==> src/rtl/bn_pkg.sv <==
// bn_pkg -- shared types and constants for the bits-needed refill controller.
// Rev 1.0
`default_nettype none

package bn_pkg;

  localparam int BYTE_W  = 8;
  localparam int BN_INIT = -8;

  typedef enum logic [1:0] {
    ST_IDLE      = 2'd0,
    ST_RUN       = 2'd1,
    ST_WAIT_BYTE = 2'd2
  } state_e;

endpackage

`default_nettype wire

==> src/rtl/bn_step.sv <==
// bn_step -- combinational step datapath: shift clamp, signed add, sign test, refill counter value.
// Rev 1.0
`default_nettype none

module bn_step
  import bn_pkg::*;
#(
  parameter int CNT_W     = 5,
  parameter int MAX_SHIFT = 8,
  parameter int SHIFT_W   = 4
) (
  input  logic signed [CNT_W-1:0]   i_bits_needed,
  input  logic        [SHIFT_W-1:0] i_shift,
  input  logic        [CNT_W-1:0]   i_pend_pos,
  output logic signed [CNT_W-1:0]   o_sum,
  output logic                      o_sum_ge0,
  output logic                      o_clamped,
  output logic signed [CNT_W-1:0]   o_refill_bn
);

  localparam logic [SHIFT_W-1:0] c_max_shift = SHIFT_W'(MAX_SHIFT);
  localparam logic [CNT_W-1:0]   c_byte_w    = CNT_W'(BYTE_W);

  logic [SHIFT_W-1:0] w_eff_shift;

  assign o_clamped   = (i_shift > c_max_shift);
  assign w_eff_shift = o_clamped ? c_max_shift : i_shift;

  // Shift is zero-extended so it always adds as a non-negative quantity.
  assign o_sum       = i_bits_needed + $signed(CNT_W'(w_eff_shift));
  assign o_sum_ge0   = ~o_sum[CNT_W-1];
  assign o_refill_bn = $signed(i_pend_pos) - $signed(c_byte_w);

endmodule

`default_nettype wire

==> src/rtl/bn_refill_ctrl.sv <==
// bn_refill_ctrl -- tracks bits-needed and requests one bitstream byte when it goes non-negative.
// Rev 1.0. Optional byte counter enabled by defining BN_REFILL_STATS_EN.
`default_nettype none

module bn_refill_ctrl
  import bn_pkg::*;
#(
  parameter int CNT_W     = 5,
  parameter int MAX_SHIFT = 8,
  parameter int SHIFT_W   = 4
) (
  input  logic                      clk,
  input  logic                      rst_n,
  input  logic                      init,
  input  logic                      op_valid,
  output logic                      op_ready,
  input  logic                      op_bypass,
  input  logic        [SHIFT_W-1:0] op_shift,
  input  logic                      byte_valid,
  input  logic        [BYTE_W-1:0]  byte_data,
  output logic                      byte_ready,
  output logic                      refill_valid,
  output logic        [BYTE_W-1:0]  refill_data,
  output logic        [CNT_W-1:0]   refill_pos,
  output logic signed [CNT_W-1:0]   bits_needed,
  output logic                      err,
  output logic        [31:0]        byte_cnt
);

  localparam logic signed [CNT_W-1:0] c_bn_init = CNT_W'(BN_INIT);

  state_e                    r_state;
  logic signed [CNT_W-1:0]   r_bits_needed;
  logic        [CNT_W-1:0]   r_pend_pos;
  logic                      r_refill_valid;
  logic        [BYTE_W-1:0]  r_refill_data;
  logic        [CNT_W-1:0]   r_refill_pos;
  logic                      r_err;

  logic                      w_op_ready;
  logic                      w_byte_ready;
  logic                      w_accept;
  logic                      w_byte_hs;
  logic signed [CNT_W-1:0]   w_sum;
  logic                      w_sum_ge0;
  logic                      w_clamped;
  logic signed [CNT_W-1:0]   w_refill_bn;

  // Both step classes advance the counter identically; the flag is informational only.
  logic                      w_unused_bypass;
  assign w_unused_bypass = op_bypass;

  // init wins over any handshake offered in the same cycle.
  assign w_op_ready   = (r_state == ST_RUN) && !init;
  assign w_byte_ready = (r_state == ST_WAIT_BYTE) && !init;
  assign w_accept     = op_valid & w_op_ready;
  assign w_byte_hs    = byte_valid & w_byte_ready;

  bn_step #(
    .CNT_W     (CNT_W),
    .MAX_SHIFT (MAX_SHIFT),
    .SHIFT_W   (SHIFT_W)
  ) u_step (
    .i_bits_needed (r_bits_needed),
    .i_shift       (op_shift),
    .i_pend_pos    (r_pend_pos),
    .o_sum         (w_sum),
    .o_sum_ge0     (w_sum_ge0),
    .o_clamped     (w_clamped),
    .o_refill_bn   (w_refill_bn)
  );

  always_ff @(posedge clk or negedge rst_n) begin
    if (!rst_n) begin
      r_state        <= ST_IDLE;
      r_bits_needed  <= c_bn_init;
      r_pend_pos     <= '0;
      r_refill_valid <= 1'b0;
      r_refill_data  <= '0;
      r_refill_pos   <= '0;
      r_err          <= 1'b0;
    end else begin
      r_refill_valid <= 1'b0;
      if (init) begin
        r_state       <= ST_RUN;
        r_bits_needed <= c_bn_init;
        r_err         <= 1'b0;
      end else begin
        case (r_state)
          ST_RUN: begin
            if (w_accept) begin
              if (w_clamped) begin
                r_err <= 1'b1;
              end
              if (w_sum_ge0) begin
                r_pend_pos <= w_sum;
                r_state    <= ST_WAIT_BYTE;
              end else begin
                r_bits_needed <= w_sum;
              end
            end
          end
          ST_WAIT_BYTE: begin
            if (w_byte_hs) begin
              r_refill_valid <= 1'b1;
              r_refill_data  <= byte_data;
              r_refill_pos   <= r_pend_pos;
              r_bits_needed  <= w_refill_bn;
              r_state        <= ST_RUN;
            end
          end
          default: begin
          end
        endcase
      end
    end
  end

`ifdef BN_REFILL_STATS_EN
  logic [31:0] r_byte_cnt;

  always_ff @(posedge clk or negedge rst_n) begin
    if (!rst_n) begin
      r_byte_cnt <= '0;
    end else if (init) begin
      r_byte_cnt <= '0;
    end else if (w_byte_hs) begin
      r_byte_cnt <= r_byte_cnt + 32'd1;
    end
  end

  assign byte_cnt = r_byte_cnt;
`else
  assign byte_cnt = '0;
`endif

  assign op_ready     = w_op_ready;
  assign byte_ready   = w_byte_ready;
  assign refill_valid = r_refill_valid;
  assign refill_data  = r_refill_data;
  assign refill_pos   = r_refill_pos;
  assign bits_needed  = r_bits_needed;
  assign err          = r_err;

endmodule

`default_nettype wire

==> config.mk <==
export PLATFORM = sky130hd
export DESIGN_NAME = bn_refill_ctrl
export DESIGN_NICKNAME = d
export VERILOG_FILES = /design/src/rtl/bn_pkg.sv /design/src/rtl/bn_step.sv /design/src/rtl/bn_refill_ctrl.sv
export SDC_FILE = /design/constraint.sdc
export NUM_CORES = 1
export LEC_CHECK = 0
export CAP_MARGIN = 10
export CORE_MARGIN = 5
export CORE_UTILIZATION = 43
export DETAILED_ROUTE_END_ITERATION = 7
export GPL_ROUTABILITY_DRIVEN = 0
export GPL_TIMING_DRIVEN = 0
export PLACE_DENSITY = 0.94
export SLEW_MARGIN = 25
export SYNTH_ARGS = -nofsm -noshare
export SYNTH_HDL_FRONTEND = slang
export SYNTH_SLANG_ARGS = --single-unit
==> constraint.sdc <==
create_clock -name clk -period 4.1 [get_ports clk]
set_input_delay 0.82 -clock clk [delete_from_list [all_inputs] [get_ports clk]]
set_output_delay 0.82 -clock clk [all_outputs]
set_load 0.01 [all_outputs]
=== Word-level counts from Yosys, hierarchy flattened ===
Cells that the tools add are included.

* $add $sub $neg: 2
* $lt $le $gt $ge: 1
* Eq/ne operators: 6
* Muxes and demuxes: 18
* Bitwise gates (word level): 4
* Reductions and logical operators: 12

{| class="wikitable"
|+ Operators by type and width
! kind !! number
|-
| $mux W5 || 4
|-
| $reduce_and A4 Y1 || 3
|-
| $pmux W5 S2 || 1
|-
| $ne A3 B3 Y1 const B || 3
|-
| $mux W2 || 4
|-
| $mux W1 || 7
|-
| $reduce_and A3 Y1 || 2
|-
| $reduce_bool A2 Y1 || 3
|-
| $add A5 B5 Y5 || 1
|-
| $sub A4 B4 Y5 const B || 1
|-
| $gt A4 B4 Y1 const B || 1
|-
| $mux W4 || 1
|-
| $pmux W2 S2 || 1
|-
| $ne A3 B2 Y1 const B || 1
|-
| $reduce_bool A3 Y1 || 1
|-
| $and A1 B1 Y1 || 2
|-
| $eq A2 B1 Y1 const B || 1
|-
| $eq A2 B2 Y1 const B || 1
|-
| $logic_and A1 B1 Y1 || 2
|-
| $not A1 Y1 || 2
|-
| $logic_not A1 Y1 || 1
|}

* Flip-flop bits (word level): 25
* Word-level logic and storage cells: 50

=== Depth between registers and ports, before layout ===
* Word-level depth: 7
* Gate-level depth with buffers: 7

=== By module ===
From an unflattened synthesis, not the netlist that was laid out.

* Cells, all modules: 147
* Area total of the unflattened synthesis: 1687.9 sq um

{| class="wikitable"
|+ Modules (own cells, without submodules)
! module !! instances !! cells an instance !! area each (sq um)
|-
| bn_refill_ctrl || 1 || 119 || 1470.2
|-
| bn_step || 1 || 28 || 217.7
|}

=== Worst setup path before layout ===
OpenSTA, ideal clock, no wires.

* Path type: input-to-reg
* From: in op_shift[0]
* To: reg r_pend_pos[0]
* Setup time: 0.125 ns
* Data arrival time: 2.476 ns
* Path slack: 1.499 ns
* Stages on the path: 7
* Path through: nor2b_1 ha_1 fa_1 nand3_1 nand3b_1 a211o_2 mux2_4

* Word-level cells in the longest chain between the ends: 5

{| class="wikitable"
|+ Ends and longest elaborated chain
! what !! RTL line !! source
|-
| from (decl) || bn_refill_ctrl.sv:18 || <nowiki>input logic [SHIFT_W-1:0] op_shift,</nowiki>
|-
| $gt A4 B4 Y1 || bn_step.sv:26 || <nowiki>assign o_clamped = (i_shift > c_max_shift);</nowiki>
|-
| $mux W4 * || bn_step.sv:27 || <nowiki>assign w_eff_shift = o_clamped ? c_max_shift : i_shift;</nowiki>
|-
| $add A5 B5 Y5 * || bn_step.sv:30 || <nowiki>assign o_sum = i_bits_needed + $signed(CNT_W'(w_eff_shift));</nowiki>
|-
| $not A1 Y1 (no line) || - ||
|-
| $reduce_and A4 Y1 (no line) || - ||
|-
| to (signal assigned) || bn_refill_ctrl.sv:96 || <nowiki>r_pend_pos <= w_sum;</nowiki>
|-
| to (decl) || bn_refill_ctrl.sv:34 || <nowiki>logic [CNT_W-1:0] r_pend_pos;</nowiki>
|}

Every way passes the cells marked *; elsewhere a longest branch is shown, timed or not.
A chain may end at the register's enable or synchronous reset.

=== Worst setup path in the final report ===
* From: in op_shift[3]
* To: reg r_pend_pos[0]

Same word-level chain as after synthesis.

==> flow_summary.ini <==
[critical_path]
crit_fanout = 6
cp_cell_sequence = clkdlybuf4s50_1 > nor2b_1 > ha_1 > fa_1 > nand3_1 > nand3b_1 > a211o_2 > mux2_4
critPathRequiredTime_ps = 4320
cpMaxStageDelayCell = clkdlybuf4s50_1
crit_type = input pin to register
cp-start-kind = input pin
crit_arrival_ps = 3130
slowest_delay_ps = 560
endpoint_kind = register

[yosys]
ys_types = 34
syn_inst = 131
synth_edf_count = 0
ys.flop_type = dfrtp_1
ys_ff_latch = 25
yosys_warnings = 0
syn-cell-area_um2 = 1475
synth_async_sr_flop_share = 1.000
syn_area_per_cell_um2 = 11.26
synth_sequential_area_ratio = 0.4258

[place]
placedCellCount = 245
place.detailed.hpwl_mm = 2.335
numPortBuffers = 36

[sta]
fin_crit_ps = 2912
maxSlewHeadroom = 0.6341
timing.final.crit_share = 0.7103
finalClockSkew_ps = 5.324
hold_viol_final = 0
whs_ps = 469.3
worstMarginPinSlew_ps = 548.8
rsz0062_at_grt = false
setup_viol = 0
tns_ps = 0
drv_slew = 0
fmax_mhz = 343.4

[layout]
multi_input_area_um2 = 681.9
layout-drive-gt1-share = 0.3005
num-fill-cells = 282
fin_util = 0.6097
layout.cells.non_filler = 249
area_delta_synth_final_pct = 37.91
nNetsFinal = 227
sequential_cell_area_um2 = 628.1
diodes = 0

[clock_network]
htree_levels = 1
ctsResizeCount = 0
clkSlewWorstSetupHoldPaths_ps = 130
cts_buffer_depth = 2
cts_root_buf = clkbuf_4
numCtsBuffers = 3
clock_latency_ps = 310
tritoncts = done
hold_buffers = 0
cts_setup_buffers = 0
cts_sinks = 25

[global_routing]
grt_first_pass_wirelength_mm = 4.761
grt_pass1_vias = 1049
grt_use_met2 = 0.2277
track_usage = 0.1350
grt_max_degree = 26
busiest_layer = met2
use_met1 = 0.1665
antenna_found_initial = 0
met3_usage = 0.05186
grt.overflow.total = 0

[route]
drt_iter0_markers = 28
wl_per_cell_um = 11.51
drt-total-wl_mm = 2.866
vias_per_cell = 4.112
route.detailed.drc = 0
vias = 1024
ant_nets = 0
first_pass_iters = 4

[die]
die-width_um = 68.57
fp-row-count = 21
start_util = 0.4421
core_um2 = 3337
dieArea_um2 = 4702
die_h_um = 68.57
num_io_pins = 72

[pwr]
ir_drop_mv = 0.2264
p_per_area_nw_per_um2 = 440.4
cellLeakagePower_uw = 0.001040

[flow_run]
cap_viol_max_count = 0

[min_path]
min_path_type = input pin to async pin

[outcome]
status = finished clean
==> metrics by stage <==
stage               instance area (µm²)  worst slack [ps]  power, µW
detailed placement                 2008             858.5      797.4
floorplan                          1595              1499      615.9
CTS                                2034              1208      907.2
global placement                   2013             882.0      782.5
global route                       2034              1142      971.1
finish                             2034              1188      896.1
==> synthesized netlist by cell type, drive strengths merged (2+ instances only) <==
library cell | n | share of area
a21o | 2 | 0.010
buf | 34 | 0.18
mux2i | 2 | 0.014
nand3b | 2 | 0.010
inv | 6 | 0.015
nand2 | 6 | 0.015
dfrtp | 23 | 0.39
dfstp | 2 | 0.036
a31oi | 2 | 0.019
mux2 | 18 | 0.14
ha | 4 | 0.034
nor2 | 3 | 0.0076
a21oi | 5 | 0.017
nor2b | 4 | 0.017
xnor2 | 2 | 0.012
==> routing by layer <==
| layer | share of wire | vias up |
|---|---|---|
| li1 | - | 521 |
| met2 | 0.50 | 37 |
| met1 | 0.40 | 463 |
| met4 | 0.0031 | 0 |
| met5 | 0 | - |
| met3 | 0.088 | 3 |
==> cells by family (layout without fill, tap and decap cells) <==
family | Yosys count | count (layout) | synth area share
and+or+nand+nor | 20 | 20 | 0.07294
AOI/OAI and AO/OA | 17 | 17 | 0.08991
DFF | 25 | 25 | 0.4258
muxes | 20 | 20 | 0.1561
xor gates and xnor gates | 2 | 2 | 0.01188
adders and majority gates | 5 | 5 | 0.04750
other | 1 | 33 | 0.002542
buffers and inverters | 41 | 81 | 0.1934
==> worst paths after layout <==
path                                     start        endpoint  slack [ps]  cells past startpoint
max in group asynchronous                rst_n  bits_needed[4]        3260                      1
worst min-delay path                     rst_n      r_state[1]         470                      1
worst max register to register  bits_needed[0]   r_pend_pos[0]        1910                      6
worst max-delay path               op_shift[3]   r_pend_pos[0]        1190                      8
worst min register to register  refill_data[4]  refill_data[4]         520                      1
min in group clk                refill_data[4]  refill_data[4]         520                      1
==> cells in the final DEF, fill, tap and decap left out, types with 2 or more instances in the layout <==
cell and count:
nor2_1 3, clkbuf_4 3, ha_1 4, dfstp_2 2, clkbuf_1 2, buf_4 33, xnor2_1 2, conb_1 33
nand3b_1 2, a21o_1 2, a21oi_1 5, mux2i_1 2, inv_1 6, mux2_4 2, dfrtp_1 23, mux2_2 16
clkdlybuf4s50_1 35, nor2b_1 4, nand2_1 6
==> flip-flops by register name, summed over array words and instances, names as in the netlist <==
name / flops
refill_data: 8
bits_needed: 5
r_pend_pos: 4
refill_pos: 4
r_state: 2
err: 1
refill_valid: 1
==> power by group <==
part / switching [µW] / internal, µW / total, µW
Sequential: 52.3 / 330 / 382
Combinational: 165 / 242 / 407
Clock: 68.9 / 38.0 / 107
Total: 286 / 610 / 896
==> worst max-delay path, delay by kind of cell <==
kind	cells	cell delay, ps
AO/OA/AOI/OAI	1	450
adder cells (fa/ha/maj)	2	630
buffers and inverters	1	560
multiplexers	1	320
AND/OR/NAND/NOR	3	360
==> area by class of cell <==
cell class,count,share of cell area
sequential,25,0.3087
multi-input combinational,97,0.3352
inverter,6,0.01107
timing repair buffer,36,0.1747
clock buffer,4,0.01292
tap,46,0.02829
buffer,35,0.1292
No activity file was read; power rests on OpenSTA's default activity.
